### src/rtl/mac_pipe_n.sv
// Pipelined signed multiply-accumulate with a dot-product length counter.
// Define MAC_SAT_EN to clamp the accumulator on overflow and drive sat_flag; otherwise it wraps.
module mac_pipe_n #(
    parameter int INW   = 16,
    parameter int OUTW  = 64,
    parameter int PIPES = 2,
    parameter int CNTW  = 16
) (
    input  logic                   clk,
    input  logic                   reset,
    input  logic signed [INW-1:0]  input0,
    input  logic signed [INW-1:0]  input1,
    input  logic signed [INW-1:0]  init_value,
    input  logic                   init_acc,
    input  logic                   input_valid,
    input  logic [CNTW-1:0]        acc_len,
    output logic signed [OUTW-1:0] out,
    output logic                   out_valid,
    output logic                   sat_flag
);

    localparam int PW = 2 * INW;

    logic signed [PW-1:0]  prod_p [PIPES];
    logic signed [INW-1:0] ival_p [PIPES];
    logic                  init_p [PIPES];
    logic                  vld_p  [PIPES];

    logic signed [PW-1:0]  prod_p0_next;
    logic signed [PW-1:0]  prod_h;
    logic signed [INW-1:0] ival_h;
    logic                  init_h;
    logic                  vld_h;

    logic signed [OUTW-1:0] acc_base;
    logic signed [OUTW-1:0] addend;
    logic signed [OUTW-1:0] acc_next;
    logic [CNTW-1:0]        cnt;
    logic [CNTW-1:0]        cnt_next;
    logic                   done;

    function automatic logic [CNTW-1:0] cnt_inc(input logic [CNTW-1:0] c);
        return (c == {CNTW{1'b1}}) ? c : c + CNTW'(1);
    endfunction

`ifdef MAC_SAT_EN
    logic signed [OUTW:0] sum_w;
    logic                 sum_ovf;
    logic                 sat_r;

    function automatic logic signed [OUTW:0] add_wide(input logic signed [OUTW-1:0] a,
                                                      input logic signed [OUTW-1:0] b);
        return (OUTW+1)'(a) + (OUTW+1)'(b);
    endfunction

    function automatic logic ovf_of(input logic signed [OUTW:0] s);
        return s[OUTW] ^ s[OUTW-1];
    endfunction

    // The extra MSB holds the true sign, so it picks the clamp direction.
    function automatic logic signed [OUTW-1:0] saturate(input logic signed [OUTW:0] s);
        if (!ovf_of(s))
            return s[OUTW-1:0];
        else if (s[OUTW])
            return {1'b1, {(OUTW-1){1'b0}}};
        else
            return {1'b0, {(OUTW-1){1'b1}}};
    endfunction
`endif

    // Full-precision product; both operands are widened before multiplying.
    assign prod_p0_next = PW'(input0) * PW'(input1);

    // ---- stage 0 .. PIPES-1: product and sideband travel together ----
    always_ff @(posedge clk) begin
        if (reset) begin
            for (int s = 0; s < PIPES; s++) begin
                prod_p[s] <= '0;
                ival_p[s] <= '0;
                init_p[s] <= 1'b0;
                vld_p[s]  <= 1'b0;
            end
        end else begin
            prod_p[0] <= prod_p0_next;
            ival_p[0] <= init_value;
            init_p[0] <= init_acc;
            vld_p[0]  <= input_valid;
            for (int s = 1; s < PIPES; s++) begin
                prod_p[s] <= prod_p[s-1];
                ival_p[s] <= ival_p[s-1];
                init_p[s] <= init_p[s-1];
                vld_p[s]  <= vld_p[s-1];
            end
        end
    end

    assign prod_h = prod_p[PIPES-1];
    assign ival_h = ival_p[PIPES-1];
    assign init_h = init_p[PIPES-1];
    assign vld_h  = vld_p[PIPES-1];

    // ---- head stage: accumulate and count terms ----
    always_comb begin
        acc_base = init_h ? OUTW'(ival_h) : out;
        addend   = vld_h ? OUTW'(prod_h) : '0;
`ifdef MAC_SAT_EN
        sum_w    = add_wide(acc_base, addend);
        sum_ovf  = ovf_of(sum_w);
        acc_next = saturate(sum_w);
`else
        acc_next = acc_base + addend;
`endif
        if (init_h)
            cnt_next = {{(CNTW-1){1'b0}}, vld_h};
        else if (vld_h)
            cnt_next = cnt_inc(cnt);
        else
            cnt_next = cnt;
        done = (init_h || vld_h) && (acc_len != '0) && (cnt_next == acc_len);
    end

    always_ff @(posedge clk) begin
        if (reset) begin
            out       <= '0;
            cnt       <= '0;
            out_valid <= 1'b0;
        end else begin
            out_valid <= done;
            if (init_h || vld_h) begin
                out <= acc_next;
                cnt <= done ? '0 : cnt_next;
            end
        end
    end

`ifdef MAC_SAT_EN
    // Sticky until a restart reaches the head; a restart that itself overflows re-arms it.
    always_ff @(posedge clk) begin
        if (reset)
            sat_r <= 1'b0;
        else if (init_h)
            sat_r <= vld_h & sum_ovf;
        else if (vld_h && sum_ovf)
            sat_r <= 1'b1;
    end

    assign sat_flag = sat_r;
`else
    assign sat_flag = 1'b0;
`endif

endmodule

### config.mk
export PLATFORM = sky130hd
export DESIGN_NAME = mac_pipe_n
export DESIGN_NICKNAME = d
export VERILOG_FILES = /design/src/rtl/mac_pipe_n.sv
export SDC_FILE = /design/constraint.sdc
export NUM_CORES = 1
export LEC_CHECK = 0
export ABC_CLOCK_PERIOD_IN_PS = 7300
export CAP_MARGIN = 20
export CORE_MARGIN = 2
export CORE_UTILIZATION = 40
export CTS_BUF_LIST = sky130_fd_sc_hd__clkbuf_8
export DETAILED_ROUTE_END_ITERATION = 16
export GPL_TIMING_DRIVEN = 1
export SLEW_MARGIN = 25
export SYNTH_ARGS = -nofsm -noshare
export SYNTH_HDL_FRONTEND = slang
export SYNTH_SLANG_ARGS = --single-unit
### constraint.sdc
create_clock -name clk -period 7.3 [get_ports clk]
set_input_delay 1.46 -clock clk [delete_from_list [all_inputs] [get_ports clk]]
set_output_delay 1.46 -clock clk [all_outputs]
set_load 0.02 [all_outputs]
==> impl_metrics.tcl <==
set metrics [dict create \
    clock-root-buffer "clkbuf_8" \
    initial_core_util_pct 40.4 \
    peakVddDrop_uv 656 \
    synth_area_um2 21200 \
    hp-start "prod_p[0][26]" \
    drive_gt1_share_pct 8.61 \
    rsz0062_at_grt "no" \
    antenna_found_initial 0 \
    final_util_pct 46.9 \
    ys_async_sr_fraction_pct 0 \
    status "completed" \
    hold_violations 0 \
    syn_nets 3044 \
    crit_arrival_ns 7.42 \
    drt_iter0_drc 1236 \
    yosysTopAreaCellShare_pct 24.8 \
    syn-mean-instance-area_um2 8.27 \
    coreArea_um2 52600 \
    synth_cells 2567 \
    synth_warnings 0 \
    internal_power_mw 6.09 \
    portBuffers 132 \
    power.switching_mw 5.30 \
    detail-route-antenna-nets 0 \
    hold_ws_ns 0.443 \
    regToRegSetupSlack_ns 2.33 \
    cts_buffers 17 \
    clock_skew_ns 0.0370 \
    cts.path.max_buffers 2 \
    ys_types 88 \
    routabilityCongestion 0.940 \
    grt_usage_pct 21.2 \
    cp-start-kind "input port" \
    p_total_mw 11.4 \
    fin_nets 3239 \
    required_ns 7.66 \
    grt_max_degree 97 \
    dr.pass1.iters 6 \
    crit_fanout 8 \
    fmax_mhz 142 \
    yosysTopAreaCell "fa_1" \
    hold_class "flop to flop" \
    relSlewSlack_pct 32.7 \
    max_cap_viol_count 0 \
    drt_wl_total_um 57500 \
    reg2reg_from "init_p[0][1]" \
    postCtsSetupBuffers 0 \
    setup_violations 0 \
    p_leak_nw 11.3 \
    ios 134 \
    switching_share_pct 46.5 \
    clkLatencyLatePin_ns 0.53 \
    die_area_um2 54900 \
    fin_crit_ns 7.06 \
    ctsResizeCount 0 \
    min_to "prod_p[0][58]" \
    grt_pass1_wl_um 93400 \
    vias 17900 \
    ys_ff_latch 181 \
    p_per_area_nw_per_um2 462 \
    regArea_um2 3620 \
    pre_cts_ws_ns -0.468 \
    power_frac_comb_pct 82.5 \
    whs_path_depth 1 \
    cts_tree "done" \
    multi_input_area_um2 15700 \
    grt_pass1_vias 18000 \
    cts_sinks 181 \
    htree_levels 4 \
    synthToLayoutAreaGrowth_pct 16.2 \
    synth_top_flop_cell "dfxtp_1" \
    worstSetupPathType "input port to flop" \
    grt_overflow_total 0 \
    reg2regPathDepth 14 \
    tightestPinTransition_ns 1.00 \
    via_per_inst 5.16 \
    endpoint_kind "flop" \
    finalCritPeriodShare_pct 96.7 \
    finalWorstSetupSlack_ns 0.238 \
    drc 0 \
    drt-wirelength-per-cell_um 16.6 \
    num_antenna_cells 0 \
    timing.final.max_slew_violations 0 \
    clkTransAtPathRegs_ns 0.11 \
    die_x_um 234 \
    rows 84 \
    yosysSeqAreaShare_pct 17.1 \
    netlist_top_cells_area "fa_1 25%, dfxtp_1 17%, ha_1 8.6%" \
    cts.hold.buffers_added 0 \
    clockPowerShare_pct 6.9 \
    synth-edff-count 0 \
    dp_hpwl_um 47100 \
    r2r-end "out[60]" \
    fillCellCount 5190 \
    die_h_um 234 \
    seqPwrFrac_pct 10.6 \
]
==> state kept, by name (all words and copies together) (netlist names) <==
register and cells:
out 64, vld_p 2, init_p 2, prod_p 64
cnt 16, ival_p 32, out_valid 1
==> metrics by stage <==
| step | TNS [ns] | std cells | instance area (um^2) |
|---|---|---|---|
| 2_1_floorplan | 0 | 2567 | 21200 |
| 5_1_grt | 0 | 3463 | 24700 |
| 6_report | 0 | 3463 | 24700 |
| 3_5_place_dp | -2.41 | 3431 | 24200 |
| 3_3_place_gp | -2.18 | 3431 | 24200 |
| 4_1_cts | 0 | 3463 | 24600 |
==> worst max-delay path, stage by stage <==
cell and delay [ns]:
clkdlybuf4s50_1 0.67, buf_4 0.23, nand2_1 0.07, fa_1 0.48, inv_1 0.06, fa_1 0.51, fa_1 0.61, fa_1 0.46
fa_1 0.49, inv_1 0.05, fa_1 0.47, inv_1 0.04, ha_1 0.34, nand4_1 0.14, nor2_2 0.17, and3_1 0.24
o21ai_1 0.09, buf_4 0.15, a211oi_2 0.24, o31a_1 0.18, o21ai_1 0.07, a21oi_1 0.15, nor3b_1 0.06
==> cell families (layout without fill, tap and decap cells) <==
family          count (synthesis)  after routing  share of synthesized area [%]
simple gates                  858            858                           20.5
xor+xnor                       93             93                           3.97
buf+inv                       502            710                           8.98
other cells                     1              1                         0.0177
fa+ha+maj                     409            409                           33.4
flops                         181            181                           17.1
mux                            24             24                           1.22
compound gates                499            499                           14.8
==> area by class of cell <==
cell class | instances | area share, %
clock inverters | 15 | 0.979
clock buffers | 17 | 0.949
multi-input cells | 1884 | 63.7
repair buffers | 286 | 10.2
inverters | 392 | 5.97
well taps | 688 | 3.49
flip-flops and latches | 181 | 14.7
==> Yosys cell counts (7+ instances only) <==
| library cell | instances |
|---|---|
| fa_1 | 263 |
| a21o_1 | 49 |
| nand2b_1 | 15 |
| or3_1 | 7 |
| mux2i_1 | 9 |
| nor2_1 | 134 |
| nand3_1 | 34 |
| a31oi_1 | 14 |
| o21a_1 | 15 |
| o31ai_1 | 11 |
| clkbuf_1 | 94 |
| o21bai_1 | 11 |
| or2_2 | 8 |
| o21ai_0 | 140 |
| inv_1 | 391 |
| nor3_1 | 27 |
| mux2_2 | 15 |
| nand4_1 | 21 |
| ha_1 | 146 |
| xnor2_1 | 51 |
| buf_2 | 11 |
| and3_1 | 20 |
| xor2_1 | 40 |
| a21oi_1 | 148 |
| a211oi_1 | 23 |
| nor4_1 | 17 |
| and2_1 | 162 |
| nand2_1 | 290 |
| o211ai_1 | 12 |
| nor2b_1 | 85 |
| dfxtp_1 | 181 |
==> metal layers <==
metal / vias to the layer above / part of all wire (%) / global-route usage (%)
met4: 0 / 2.0 / 5.54
met2: 444 / 48 / 36.5
li1: 8739 / - / -
met5: - / 0 / 0
met3: 74 / 4.2 / 2.80
met1: 8629 / 46 / 28.0
==> worst max path at each step <==
stage | from | to | slack [ns] | depth (start not counted)
6_report | input1[9] | prod_p[0][30] | 0.24 | 23
5_1_grt | input1[10] | prod_p[0][31] | 0.003 | 23
4_1_cts | input0[7] | prod_p[0][30] | 0.10 | 23
3_5_place_dp | input0[10] | prod_p[0][30] | -0.47 | 24
3_3_place_gp | input0[12] | prod_p[0][30] | -0.43 | 24
2_1_floorplan | input1[1] | prod_p[0][31] | 0.13 | 23
==> cells in the final DEF, fill, tap and decap left out, drive strengths merged, types with 22 or more instances in the layout <==
cell / instances
nand4: 23
fa: 263
ha: 146
dfxtp: 181
buf: 155
nand2: 291
a21o: 49
o21ai: 143
xnor2: 51
nor2b: 85
clkdlybuf4s50: 127
nor4: 22
nand3: 35
xor2: 40
inv: 401
a211oi: 23
and2: 162
nor2: 136
a21oi: 148
nor3: 27
==> power by group through the flow <==
stage	registers [mW]	clock network, mW	logic [mW]
global route	1.22	0.853	10.7
CTS	1.21	0.815	9.45
detailed placement	1.23	0	9.41
global placement	1.23	0	9.28
floorplan	1.22	0	6.21
finish	1.21	0.791	9.40
No activity file was read; power rests on OpenSTA's default activity.
